$ cat src/rtl/rdma_regs_pkg.sv
// Shared register map, CTRL field layout and constants for the RDMA TX register file.
package rdma_regs_pkg;

    localparam int unsigned DATA_W = 32;
    localparam int unsigned ADDR_W = 7;
    localparam int unsigned STRB_W = DATA_W / 8;

    localparam logic [ADDR_W-1:0] IDX_CTRL           = 7'h00;
    localparam logic [ADDR_W-1:0] IDX_IRQ_CTRL       = 7'h01;
    localparam logic [ADDR_W-1:0] IDX_IRQ_STATUS     = 7'h02;
    localparam logic [ADDR_W-1:0] IDX_STATUS         = 7'h03;
    localparam logic [ADDR_W-1:0] IDX_VERSION        = 7'h04;
    localparam logic [ADDR_W-1:0] IDX_SQ_BASE_LO     = 7'h08;
    localparam logic [ADDR_W-1:0] IDX_SQ_BASE_HI     = 7'h09;
    localparam logic [ADDR_W-1:0] IDX_SQ_SIZE        = 7'h0A;
    localparam logic [ADDR_W-1:0] IDX_SQ_HEAD        = 7'h0B;
    localparam logic [ADDR_W-1:0] IDX_SQ_TAIL        = 7'h0C;
    localparam logic [ADDR_W-1:0] IDX_SQ_DOORBELL    = 7'h0D;
    localparam logic [ADDR_W-1:0] IDX_SQ_FLAGS       = 7'h0E;
    localparam logic [ADDR_W-1:0] IDX_SQ_STRIDE      = 7'h0F;
    localparam logic [ADDR_W-1:0] IDX_CQ_BASE_LO     = 7'h10;
    localparam logic [ADDR_W-1:0] IDX_CQ_BASE_HI     = 7'h11;
    localparam logic [ADDR_W-1:0] IDX_CQ_SIZE        = 7'h12;
    localparam logic [ADDR_W-1:0] IDX_CQ_TAIL        = 7'h13;
    localparam logic [ADDR_W-1:0] IDX_CQ_HEAD_SW     = 7'h14;
    localparam logic [ADDR_W-1:0] IDX_CQ_DOORBELL    = 7'h15;
    localparam logic [ADDR_W-1:0] IDX_CQ_FLAGS       = 7'h16;
    localparam logic [ADDR_W-1:0] IDX_BYTES_LO       = 7'h18;
    localparam logic [ADDR_W-1:0] IDX_BYTES_HI       = 7'h19;
    localparam logic [ADDR_W-1:0] IDX_WQE_PROCESSED  = 7'h1A;
    localparam logic [ADDR_W-1:0] IDX_CQE_WRITTEN    = 7'h1B;
    localparam logic [ADDR_W-1:0] IDX_CYCLES_BUSY_LO = 7'h1C;
    localparam logic [ADDR_W-1:0] IDX_CYCLES_BUSY_HI = 7'h1D;

    localparam int unsigned CTRL_ENABLE_BIT = 0;
    localparam int unsigned CTRL_SRST_BIT   = 1;
    localparam int unsigned CTRL_PAUSE_BIT  = 2;
    localparam int unsigned CTRL_MODE_LSB   = 4;
    localparam int unsigned CTRL_MODE_MSB   = 7;
    localparam logic [DATA_W-1:0] CTRL_MASK = 32'h0000_00F7;

    localparam logic [DATA_W-1:0] VERSION   = 32'h0001_0000;
    localparam logic [1:0]        RESP_OKAY = 2'b00;

    // Byte-lane merge of a write into an existing register value.
    function automatic logic [DATA_W-1:0] apply_wstrb(input logic [DATA_W-1:0] old_val,
                                                      input logic [DATA_W-1:0] new_val,
                                                      input logic [STRB_W-1:0] strb);
        logic [DATA_W-1:0] res;
        res = old_val;
        for (int i = 0; i < int'(STRB_W); i++) begin
            if (strb[i]) res[8*i +: 8] = new_val[8*i +: 8];
        end
        return res;
    endfunction

endpackage

$ cat src/rtl/rdma_registers_axil.sv
// AXI4-Lite register file for the RDMA TX engine: ring config, control, doorbells, HW status.
// Optional interrupt logic is enabled by defining RDMA_REGS_IRQ_EN.
module rdma_registers_axil
    import rdma_regs_pkg::*;
#(
    parameter int unsigned C_S_AXI_DATA_WIDTH = 32,
    parameter int unsigned C_S_AXI_ADDR_WIDTH = 7
) (
    input  logic                              S_AXI_ACLK,
    input  logic                              S_AXI_ARESET,
    input  logic [C_S_AXI_ADDR_WIDTH-1:0]     S_AXI_AWADDR,
    input  logic [2:0]                        S_AXI_AWPROT,
    input  logic                              S_AXI_AWVALID,
    output logic                              S_AXI_AWREADY,
    input  logic [C_S_AXI_DATA_WIDTH-1:0]     S_AXI_WDATA,
    input  logic [C_S_AXI_DATA_WIDTH/8-1:0]   S_AXI_WSTRB,
    input  logic                              S_AXI_WVALID,
    output logic                              S_AXI_WREADY,
    output logic [1:0]                        S_AXI_BRESP,
    output logic                              S_AXI_BVALID,
    input  logic                              S_AXI_BREADY,
    input  logic [C_S_AXI_ADDR_WIDTH-1:0]     S_AXI_ARADDR,
    input  logic [2:0]                        S_AXI_ARPROT,
    input  logic                              S_AXI_ARVALID,
    output logic                              S_AXI_ARREADY,
    output logic [C_S_AXI_DATA_WIDTH-1:0]     S_AXI_RDATA,
    output logic [1:0]                        S_AXI_RRESP,
    output logic                              S_AXI_RVALID,
    input  logic                              S_AXI_RREADY,
    output logic [31:0]                       SQ_BASE_LO,
    output logic [31:0]                       SQ_BASE_HI,
    output logic [31:0]                       SQ_SIZE,
    output logic [31:0]                       SQ_TAIL,
    output logic [31:0]                       SQ_FLAGS,
    output logic [31:0]                       SQ_STRIDE,
    output logic [31:0]                       CQ_BASE_LO,
    output logic [31:0]                       CQ_BASE_HI,
    output logic [31:0]                       CQ_SIZE,
    output logic [31:0]                       CQ_HEAD_SW,
    output logic [31:0]                       CQ_FLAGS,
    output logic                              SQ_DOORBELL_PULSE,
    output logic                              CQ_DOORBELL_PULSE,
    output logic                              GLOBAL_ENABLE,
    output logic                              SOFT_RESET,
    output logic                              PAUSE,
    output logic [3:0]                        MODE,
    output logic                              GLOBAL_IRQ_EN,
    output logic                              IRQ_OUT,
    input  logic [31:0]                       HW_SQ_HEAD,
    input  logic [31:0]                       HW_CQ_TAIL,
    input  logic [31:0]                       HW_STATUS_WORD,
    input  logic [31:0]                       HW_BYTES_LO,
    input  logic [31:0]                       HW_BYTES_HI,
    input  logic [31:0]                       HW_WQE_PROCESSED,
    input  logic [31:0]                       HW_CQE_WRITTEN,
    input  logic [31:0]                       HW_CYCLES_BUSY_LO,
    input  logic [31:0]                       HW_CYCLES_BUSY_HI
);

    logic              r_awready, r_bvalid, r_arready, r_rvalid;
    logic [DATA_W-1:0] r_rdata;
    logic [DATA_W-1:0] r_ctrl;
    logic              r_irq_en;
    logic [DATA_W-1:0] r_sq_base_lo, r_sq_base_hi, r_sq_size, r_sq_tail, r_sq_flags, r_sq_stride;
    logic [DATA_W-1:0] r_cq_base_lo, r_cq_base_hi, r_cq_size, r_cq_head_sw, r_cq_flags;
    logic              r_sq_db, r_cq_db;

    logic              w_wr_start, w_wr_fire, w_rd_start, w_rd_fire;
    logic [ADDR_W-1:0] w_waddr, w_raddr;
    logic [DATA_W-1:0] w_rd_mux;
    logic              w_irq_status_rd;
    logic              w_unused;

    assign w_unused = ^{S_AXI_AWPROT, S_AXI_ARPROT};

    assign w_waddr    = ADDR_W'(S_AXI_AWADDR);
    assign w_raddr    = ADDR_W'(S_AXI_ARADDR);
    // READY is raised one cycle after both valids are seen; the transfer lands while it is high.
    assign w_wr_start = S_AXI_AWVALID & S_AXI_WVALID & ~r_bvalid & ~r_awready;
    assign w_wr_fire  = r_awready & S_AXI_AWVALID & S_AXI_WVALID;
    assign w_rd_start = S_AXI_ARVALID & ~r_rvalid & ~r_arready;
    assign w_rd_fire  = r_arready & S_AXI_ARVALID;

    always_ff @(posedge S_AXI_ACLK) begin
        if (S_AXI_ARESET) begin
            r_awready    <= 1'b0;
            r_bvalid     <= 1'b0;
            r_ctrl       <= '0;
            r_irq_en     <= 1'b0;
            r_sq_base_lo <= '0;
            r_sq_base_hi <= '0;
            r_sq_size    <= '0;
            r_sq_tail    <= '0;
            r_sq_flags   <= '0;
            r_sq_stride  <= '0;
            r_cq_base_lo <= '0;
            r_cq_base_hi <= '0;
            r_cq_size    <= '0;
            r_cq_head_sw <= '0;
            r_cq_flags   <= '0;
            r_sq_db      <= 1'b0;
            r_cq_db      <= 1'b0;
        end else begin
            r_awready <= w_wr_start;
            if (w_wr_fire)
                r_bvalid <= 1'b1;
            else if (S_AXI_BREADY)
                r_bvalid <= 1'b0;
            r_sq_db <= w_wr_fire && (w_waddr == IDX_SQ_TAIL || w_waddr == IDX_SQ_DOORBELL);
            r_cq_db <= w_wr_fire && (w_waddr == IDX_CQ_HEAD_SW || w_waddr == IDX_CQ_DOORBELL);
            if (w_wr_fire) begin
                case (w_waddr)
                    IDX_CTRL:       r_ctrl       <= apply_wstrb(r_ctrl, S_AXI_WDATA, S_AXI_WSTRB) & CTRL_MASK;
                    IDX_IRQ_CTRL:   if (S_AXI_WSTRB[0]) r_irq_en <= S_AXI_WDATA[0];
                    IDX_SQ_BASE_LO: r_sq_base_lo <= apply_wstrb(r_sq_base_lo, S_AXI_WDATA, S_AXI_WSTRB);
                    IDX_SQ_BASE_HI: r_sq_base_hi <= apply_wstrb(r_sq_base_hi, S_AXI_WDATA, S_AXI_WSTRB);
                    IDX_SQ_SIZE:    r_sq_size    <= apply_wstrb(r_sq_size, S_AXI_WDATA, S_AXI_WSTRB);
                    IDX_SQ_TAIL:    r_sq_tail    <= apply_wstrb(r_sq_tail, S_AXI_WDATA, S_AXI_WSTRB);
                    IDX_SQ_FLAGS:   r_sq_flags   <= apply_wstrb(r_sq_flags, S_AXI_WDATA, S_AXI_WSTRB);
                    IDX_SQ_STRIDE:  r_sq_stride  <= apply_wstrb(r_sq_stride, S_AXI_WDATA, S_AXI_WSTRB);
                    IDX_CQ_BASE_LO: r_cq_base_lo <= apply_wstrb(r_cq_base_lo, S_AXI_WDATA, S_AXI_WSTRB);
                    IDX_CQ_BASE_HI: r_cq_base_hi <= apply_wstrb(r_cq_base_hi, S_AXI_WDATA, S_AXI_WSTRB);
                    IDX_CQ_SIZE:    r_cq_size    <= apply_wstrb(r_cq_size, S_AXI_WDATA, S_AXI_WSTRB);
                    IDX_CQ_HEAD_SW: r_cq_head_sw <= apply_wstrb(r_cq_head_sw, S_AXI_WDATA, S_AXI_WSTRB);
                    IDX_CQ_FLAGS:   r_cq_flags   <= apply_wstrb(r_cq_flags, S_AXI_WDATA, S_AXI_WSTRB);
                    default: ;
                endcase
            end
        end
    end

    // Read data mux; RO registers are sampled live from the HW inputs.
    always_comb begin
        w_rd_mux = '0;
        case (w_raddr)
            IDX_CTRL:           w_rd_mux = r_ctrl;
            IDX_IRQ_CTRL:       w_rd_mux = {31'd0, r_irq_en};
            IDX_IRQ_STATUS:     w_rd_mux = {31'd0, w_irq_status_rd};
            IDX_STATUS:         w_rd_mux = HW_STATUS_WORD;
            IDX_VERSION:        w_rd_mux = VERSION;
            IDX_SQ_BASE_LO:     w_rd_mux = r_sq_base_lo;
            IDX_SQ_BASE_HI:     w_rd_mux = r_sq_base_hi;
            IDX_SQ_SIZE:        w_rd_mux = r_sq_size;
            IDX_SQ_HEAD:        w_rd_mux = HW_SQ_HEAD;
            IDX_SQ_TAIL:        w_rd_mux = r_sq_tail;
            IDX_SQ_FLAGS:       w_rd_mux = r_sq_flags;
            IDX_SQ_STRIDE:      w_rd_mux = r_sq_stride;
            IDX_CQ_BASE_LO:     w_rd_mux = r_cq_base_lo;
            IDX_CQ_BASE_HI:     w_rd_mux = r_cq_base_hi;
            IDX_CQ_SIZE:        w_rd_mux = r_cq_size;
            IDX_CQ_TAIL:        w_rd_mux = HW_CQ_TAIL;
            IDX_CQ_HEAD_SW:     w_rd_mux = r_cq_head_sw;
            IDX_CQ_FLAGS:       w_rd_mux = r_cq_flags;
            IDX_BYTES_LO:       w_rd_mux = HW_BYTES_LO;
            IDX_BYTES_HI:       w_rd_mux = HW_BYTES_HI;
            IDX_WQE_PROCESSED:  w_rd_mux = HW_WQE_PROCESSED;
            IDX_CQE_WRITTEN:    w_rd_mux = HW_CQE_WRITTEN;
            IDX_CYCLES_BUSY_LO: w_rd_mux = HW_CYCLES_BUSY_LO;
            IDX_CYCLES_BUSY_HI: w_rd_mux = HW_CYCLES_BUSY_HI;
            default:            w_rd_mux = '0;
        endcase
    end

    always_ff @(posedge S_AXI_ACLK) begin
        if (S_AXI_ARESET) begin
            r_arready <= 1'b0;
            r_rvalid  <= 1'b0;
            r_rdata   <= '0;
        end else begin
            r_arready <= w_rd_start;
            if (w_rd_fire) begin
                r_rvalid <= 1'b1;
                r_rdata  <= w_rd_mux;
            end else if (S_AXI_RREADY) begin
                r_rvalid <= 1'b0;
            end
        end
    end

`ifdef RDMA_REGS_IRQ_EN
    logic [31:0] r_cq_tail_prev;
    logic        r_irq_status;
    logic        r_irq_out;
    logic        w_irq_set, w_irq_clr, w_irq_status_nxt, w_irq_en_nxt;

    assign w_irq_set        = (HW_CQ_TAIL != r_cq_tail_prev);
    assign w_irq_clr        = w_wr_fire && (w_waddr == IDX_IRQ_STATUS) && S_AXI_WSTRB[0] && S_AXI_WDATA[0];
    assign w_irq_status_nxt = w_irq_set | (r_irq_status & ~w_irq_clr);
    assign w_irq_en_nxt     = (w_wr_fire && (w_waddr == IDX_IRQ_CTRL) && S_AXI_WSTRB[0]) ? S_AXI_WDATA[0] : r_irq_en;

    // Sticky CQ-tail-moved flag; set beats a simultaneous W1C clear.
    always_ff @(posedge S_AXI_ACLK) begin
        if (S_AXI_ARESET) begin
            r_cq_tail_prev <= '0;
            r_irq_status   <= 1'b0;
            r_irq_out      <= 1'b0;
        end else begin
            r_cq_tail_prev <= HW_CQ_TAIL;
            r_irq_status   <= w_irq_status_nxt;
            r_irq_out      <= w_irq_en_nxt & w_irq_status_nxt;
        end
    end

    assign w_irq_status_rd = r_irq_status;
    assign IRQ_OUT         = r_irq_out;
`else
    assign w_irq_status_rd = 1'b0;
    assign IRQ_OUT         = 1'b0;
`endif

    assign S_AXI_AWREADY     = r_awready;
    assign S_AXI_WREADY      = r_awready;
    assign S_AXI_BRESP       = RESP_OKAY;
    assign S_AXI_BVALID      = r_bvalid;
    assign S_AXI_ARREADY     = r_arready;
    assign S_AXI_RDATA       = C_S_AXI_DATA_WIDTH'(r_rdata);
    assign S_AXI_RRESP       = RESP_OKAY;
    assign S_AXI_RVALID      = r_rvalid;
    assign SQ_BASE_LO        = r_sq_base_lo;
    assign SQ_BASE_HI        = r_sq_base_hi;
    assign SQ_SIZE           = r_sq_size;
    assign SQ_TAIL           = r_sq_tail;
    assign SQ_FLAGS          = r_sq_flags;
    assign SQ_STRIDE         = r_sq_stride;
    assign CQ_BASE_LO        = r_cq_base_lo;
    assign CQ_BASE_HI        = r_cq_base_hi;
    assign CQ_SIZE           = r_cq_size;
    assign CQ_HEAD_SW        = r_cq_head_sw;
    assign CQ_FLAGS          = r_cq_flags;
    assign SQ_DOORBELL_PULSE = r_sq_db;
    assign CQ_DOORBELL_PULSE = r_cq_db;
    assign GLOBAL_ENABLE     = r_ctrl[CTRL_ENABLE_BIT];
    assign SOFT_RESET        = r_ctrl[CTRL_SRST_BIT];
    assign PAUSE             = r_ctrl[CTRL_PAUSE_BIT];
    assign MODE              = r_ctrl[CTRL_MODE_MSB:CTRL_MODE_LSB];
    assign GLOBAL_IRQ_EN     = r_irq_en;

endmodule

$ cat config.mk
export PLATFORM = sky130hd
export DESIGN_NAME = rdma_registers_axil
export DESIGN_NICKNAME = d
export VERILOG_FILES = /design/src/rtl/rdma_regs_pkg.sv /design/src/rtl/rdma_registers_axil.sv
export SDC_FILE = /design/constraint.sdc
export NUM_CORES = 1
export LEC_CHECK = 0
export BUFFER_PORTS_ARGS = -buffer_cell sky130_fd_sc_hd__buf_2
export CAP_MARGIN = 20
export CORE_AREA = 2 2 290 292
export DETAILED_ROUTE_END_ITERATION = 7
export DIE_AREA = 0 0 292 294
export SLEW_MARGIN = 10
export SYNTH_ARGS = -nofsm -noshare
export SYNTH_HDL_FRONTEND = slang
export SYNTH_SLANG_ARGS = --single-unit
export TNS_END_PERCENT = 5
$ cat constraint.sdc
create_clock -name S_AXI_ACLK -period 6.2 [get_ports S_AXI_ACLK]
set_clock_uncertainty 0.1 [all_clocks]
set_input_delay 0.93 -clock S_AXI_ACLK [delete_from_list [all_inputs] [get_ports S_AXI_ACLK]]
set_output_delay 0.93 -clock S_AXI_ACLK [all_outputs]
set_load 0.01 [all_outputs]
==> results of run 1 <==
[logic make-up after synthesis]
family	share of synthesized area (%)
XOR/XNOR	0.0428
flip-flops	38.9
multiplexers	7.70
AO/OA/AOI/OAI	23.8
AND/OR/NAND/NOR	23.7
other	0.0183
buffers and inverters	5.74
[layout make-up]
| type | count | area, sq um |
|---|---|---|
| repair buffers | 842 | 4500 |
| inverters | 3 | 11.3 |
| clock inverters | 23 | 277 |
| well taps | 1080 | 1350 |
| flip-flops and latches | 398 | 7970 |
| clock buffers | 59 | 1290 |
| diodes | 15 | 37.5 |
| fillers | 8929 | 56000 |
| multi-input cells | 1926 | 11500 |
[metal layers]
layer  up-vias  global-route usage (%)  share of wire [%]
li1      10700                       -                  -
met1     12600                    44.5                 38
met2      2066                    53.4                 43
met3       481                    12.1                 13
met4        32                    18.0                6.1
met5         -                       0               0.13
[through the flow]
| stage | area (sq um) | hold WS [ns] |
|---|---|---|
| floorplan | 20500 | 0.374 |
| detailed placement | 25300 | 0.339 |
| global route | 26900 | 0.367 |
| CTS | 26900 | 0.348 |
| finish | 26900 | 0.346 |
| global placement | 25300 | 0.340 |
[cells in the mapped netlist (6+ instances only)]
cell                        count  area [sq um]
sky130_fd_sc_hd__a211oi_1       6          45.0
sky130_fd_sc_hd__clkbuf_1     159           597
sky130_fd_sc_hd__mux2i_1      118          1180
sky130_fd_sc_hd__o22ai_1       13          81.3
sky130_fd_sc_hd__a221oi_1      23           201
sky130_fd_sc_hd__nor3_2         7          70.1
sky130_fd_sc_hd__dfxtp_1      398          7970
sky130_fd_sc_hd__buf_4         26           195
sky130_fd_sc_hd__a32o_1        12           120
sky130_fd_sc_hd__nor3_1        39           195
sky130_fd_sc_hd__a222oi_1       7          70.1
sky130_fd_sc_hd__nor2_2         9          56.3
sky130_fd_sc_hd__a22oi_1       88           661
sky130_fd_sc_hd__and2_1        14          87.6
sky130_fd_sc_hd__nor2_1       118           443
sky130_fd_sc_hd__a21oi_1      342          1710
sky130_fd_sc_hd__buf_2         40           200
sky130_fd_sc_hd__nand3b_1       6          45.0
sky130_fd_sc_hd__buf_6         11           124
sky130_fd_sc_hd__a2111oi_0      9          78.8
sky130_fd_sc_hd__nand3_1      266          1330
sky130_fd_sc_hd__nor2b_1       16           100
sky130_fd_sc_hd__nor4_1         8          50.1
sky130_fd_sc_hd__mux2_2        34           383
sky130_fd_sc_hd__nand2b_1      13          81.3
sky130_fd_sc_hd__a221o_1        8          80.1
sky130_fd_sc_hd__a22o_1        42           368
sky130_fd_sc_hd__nand2_1      417          1570
sky130_fd_sc_hd__o211ai_1       9          67.6
sky130_fd_sc_hd__a31oi_1       11          68.8
sky130_fd_sc_hd__and3_1         7          43.8
sky130_fd_sc_hd__o21ai_0      112           561
sky130_fd_sc_hd__o2bb2ai_1      9          78.8
sky130_fd_sc_hd__nand4_1       15          93.8
sky130_fd_sc_hd__a32oi_1       30           263
[critical path, delay by kind of cell]
family / cells / cell delay (ns)
buf+inv: 2 / 0.97
simple gates: 3 / 1.36
compound gates: 3 / 0.96
[power by group]
group | switching (mW) | internal [mW]
clock | 1.25 | 1.68
sequential | 0.00149 | 2.56
combinational | 0.462 | 0.173
total | 1.71 | 4.41
[worst paths after layout]
check,to,cells after the start,startpoint
worst max-delay path,S_AXI_RDATA[5],8,S_AXI_ARADDR[2]
worst min-delay path,S_AXI_RDATA[23],2,S_AXI_RDATA[23]
worst max register to register,CQ_BASE_LO[21],6,S_AXI_AWREADY
worst min register to register,S_AXI_RDATA[23],2,S_AXI_RDATA[23]
==> run metrics, run 1 <==
maximum number of pins on one net before global-route repair 194; worst setup slack for register-to-register paths 3.07 ns; total power 6.13 mW; Total Die Area 85800 sq um; TritonCTS clock tree built; post-synthesis async set-or-reset flop share 0%; die height 294 um; peak ir drop on the vdd network 0.000229 V; setup TNS after final layout 0 ns; post-route fraction of the period consumed by the critical path 62.2%; buffer count from post-CTS setup fixing 0; non-filler cells, final 4346; leak pwr 10.7 nW; number of iterations in the first detailed-routing pass 8; layout net count 3567; MaxCap Viol Count 0; post-synthesis cell area 20500 sq um; number of CTS-inserted buffers 45; clock transition at the register clock pins on the worst setup and hold paths after CTS 0.07 ns; clock root cell sky130_fd_sc_hd__clkbuf_16; total I/O pin count 755; placed instance count 4249; power density over cell area 228 nW/um^2; cells along the critical path buf_2 > buf_4 > nand3b_1 > nor3_2 > a21oi_1 > a31o_4 > or2_1 > a32oi_1; count of clock tree sinks 398; Detailed Place HPWL 122000 um; synthesis-to-finish area growth 31.5%; EDFF count, synth 0; detailed-route via count 25900; Syn Inst Count 2565; largest buffer count on any clock path 3; path category of the worst min-delay check reg2reg; gpl congestion 1.01; highest attainable clock frequency 259 MHz; setup repair after global routing missed its margin no; worst skew pair latency 0.60 ns; CP required 6.61 ns; DR WL/cell 36.8 um; number of register bits inferred by synthesis 398; commonest register cell after synthesis sky130_fd_sc_hd__dfxtp_1; mean post-synth cell area 7.98 sq um; initial antenna violation count 34; critical path class in2reg; Final Hold Violating Endpoints 0; largest fanout on the critical path 27; number of global-route vias before repair 23600; Post-DRT Antenna Nets 0; count of unresolved DRC violations after routing 0; most frequent cells in the layout 739 x sky130_fd_sc_hd__buf_2, 417 x sky130_fd_sc_hd__nand2_1, 398 x sky130_fd_sc_hd__dfxtp_1; number of warnings reported in the yosys synthesis log 0; Global Route Usage Sum 35.3%; CP startpoint kind input port; post-place setup slack 1.87 ns; count of endpoints failing setup in the final report 0; utilization after layout 32.5%; signal arrival time at the worst endpoint 4.26 ns; distinct cell type count of the synthesized netlist 96; Worst-Margin Slew 1.41 ns; count of hold buffers inserted by post-cts repair 0; delay of the slowest cell on the worst path 0.63 ns; residual overflow from global routing 0; starting density of the core 24.7%; crit path time final 3.86 ns; wire length of the first global-routing pass 209000 um; initial DRC count 3979; input/output buffers 743; Placement Rows 106; worst rel slew slack 5.77%; core region area 82900 sq um; count of H-tree levels built during CTS 2; Seq/Total Area, Yosys 38.9%; max-slew violation total from the final report 0; via density per instance 5.95; most common cell after layout, fill and taps aside sky130_fd_sc_hd__buf_2; width of the chip 292 um; aggregate routed wire length 160000 um; worst-path cell with the longest stage delay sky130_fd_sc_hd__nor3_2; layout cell share with drive strength beyond 1 31.7%; element type at the critical path end flop; smallest setup slack after layout 2.34 ns; outcome finished clean; number of gates given a new drive strength after cts 0
No activity file was read; power rests on OpenSTA's default activity.
==> inputs of run 2 (changes only) <==
Clock period 6.2 ns to 3.35 ns, I/O delays scaled along.
==> run 2 against run 1 <==
Compared with the run above: power grew 89%; routed wire length increased by 0.67%; non-clock buffer count up 136; critical path type unchanged; combinational power up 94%; utilization rose by 1.5 points; critical path depth is the same; hold slack got worse by 0.29 ns; first-iteration DRC count decreased by 4.3%; sequential share of layout area decreased by 1.3 points; register-to-register slack got worse by 2.3 ns; highest routed layer unchanged; global-route usage grew 0.24 points; die area unchanged.
==> run metrics, run 2 (same netlist as run 1, synthesis figures left out) <==
largest fanout on the critical path 31; layout net count 3704; destination of the critical timing path S_AXI_RDATA[29]; layout cell share with drive strength beyond 1 34.2%; Global Route Usage Sum 35.6%; largest buffer count on any clock path 3; detailed-route via count 26500; total I/O pin count 755; R2R Path Start S_AXI_AWREADY; internal power contribution 8.44 mW; post-route fraction of the period consumed by the critical path 78.6%; post-place setup slack 0.181 ns; Comb pwr share 10.6%; residual overflow from global routing 0; initial DRC count 3809; count of unresolved DRC violations after routing 0; leak pwr 11.4 nW; peak ir drop on the vdd network 0.000316 V; total cell area at the placement stage 26400 sq um; setup TNS after final layout 0 ns; input/output buffers 743; finished layout cell area 28100 sq um; buffer count from post-CTS setup fixing 0; count of hold buffers inserted by post-cts repair 0; Critical R2R Capture CQ_BASE_LO[26]; CP startpoint kind input port; gpl congestion 1.01; placed instance count 4385; net switching share of the total power 27.2%; worst hold slack 0.0530 ns; Detailed Place HPWL 127000 um; path category of the worst min-delay check in2reg; number of CTS-inserted buffers 46; number of global-route vias before repair 24200; power density over cell area 413 nW/um^2; clock transition at the register clock pins on the worst setup and hold paths after CTS 0.06 ns; non-filler cells, final 4490; Final Hold Violating Endpoints 0; DR WL/cell 35.8 um; wire length of the first global-routing pass 211000 um; max-slew violation total from the final report 0; setup repair after global routing missed its margin no; Total Die Area 85800 sq um; die height 294 um; crit path time final 2.63 ns; maximum number of pins on one net before global-route repair 162; most frequent cells in the layout 739 x sky130_fd_sc_hd__buf_2, 417 x sky130_fd_sc_hd__nand2_1, 398 x sky130_fd_sc_hd__dfxtp_1; smallest setup slack after layout 0.717 ns; aggregate routed wire length 161000 um; worst setup slack for register-to-register paths 0.75 ns; most common cell after layout, fill and taps aside sky130_fd_sc_hd__buf_2; outcome finished clean; CP required 3.77 ns; Fill cells 8838; count of endpoints failing setup in the final report 0; Sw Pwr 3.16 mW; Post-DRT Antenna Nets 0; starting density of the core 24.7%; Clk pwr share 48.6%; clock root cell sky130_fd_sc_hd__clkbuf_16; count of clock tree sinks 398; width of the chip 292 um; element type at the critical path end flop; initial antenna violation count 44; core region area 82900 sq um; count of H-tree levels built during CTS 2; total power 11.6 mW; TritonCTS clock tree built; MaxCap Viol Count 0; number of iterations in the first detailed-routing pass 6; number of gates given a new drive strength after cts 0; worst skew pair latency 0.62 ns; worst rel slew slack 20.7%; Worst-Margin Slew 1.18 ns; first element of the critical path S_AXI_ARADDR[1]; critical path class in2reg; Placement Rows 106; via density per instance 5.89; sequential power share 40.8%; highest attainable clock frequency 380 MHz; synthesis-to-finish area growth 37.5%; utilization after layout 33.9%; signal arrival time at the worst endpoint 3.06 ns; Register-to-Register Path Depth 6
run 2: area by class of cell:
class / count / area (sq um) / share of cell area [%]
clock inverters: 18 / 267 / 0.948
well taps: 1080 / 1350 / 4.81
flip-flops and latches: 398 / 7970 / 28.3
clock buffers: 68 / 1390 / 4.93
multi-input cells: 1926 / 11400 / 40.6
inverters: 3 / 11.3 / 0.0400
diodes: 19 / 47.5 / 0.169
repair buffers: 978 / 5660 / 20.1
run 2: worst min path at each step:
stage               startpoint         endpoint  slack, ns  cells after the start
6_report         S_AXI_AWVALID    S_AXI_AWREADY       0.05                      3
5_1_grt          S_AXI_AWVALID    S_AXI_AWREADY       0.09                      3
4_1_cts          S_AXI_AWVALID    S_AXI_AWREADY       0.04                      3
3_5_place_dp   S_AXI_RDATA[27]  S_AXI_RDATA[27]       0.34                      2
3_3_place_gp   S_AXI_RDATA[30]  S_AXI_RDATA[30]       0.34                      2
2_1_floorplan  S_AXI_RDATA[15]  S_AXI_RDATA[15]       0.37                      2
run 2: metal layers:
layer	track usage [%]	routed length, um
met1	43.5	60400
met2	53.4	67800
met3	14.1	22000
met4	18.9	10400
met5	0	309
run 2: power groups by stage:
| stage | Sequential [mW] | Combinational (mW) | Clock, mW |
|---|---|---|---|
| 2_1_floorplan | 4.84 | 0.465 | 0 |
| 3_3_place_gp | 4.84 | 1.18 | 0 |
| 3_5_place_dp | 4.84 | 1.18 | 0 |
| 4_1_cts | 4.74 | 1.18 | 5.64 |
| 5_1_grt | 4.74 | 1.23 | 5.82 |
| 6_report | 4.74 | 1.23 | 5.64 |
run 2: worst max-delay path, cell delays in order:
cell	delay, ns
sky130_fd_sc_hd__buf_4	0.45
sky130_fd_sc_hd__nand2b_1	0.27
sky130_fd_sc_hd__nor3_1	1.00
sky130_fd_sc_hd__buf_4	0.33
sky130_fd_sc_hd__a222oi_1	0.10
sky130_fd_sc_hd__nand3_1	0.11
sky130_fd_sc_hd__a211oi_1	0.05
sky130_fd_sc_hd__a21oi_1	0.18
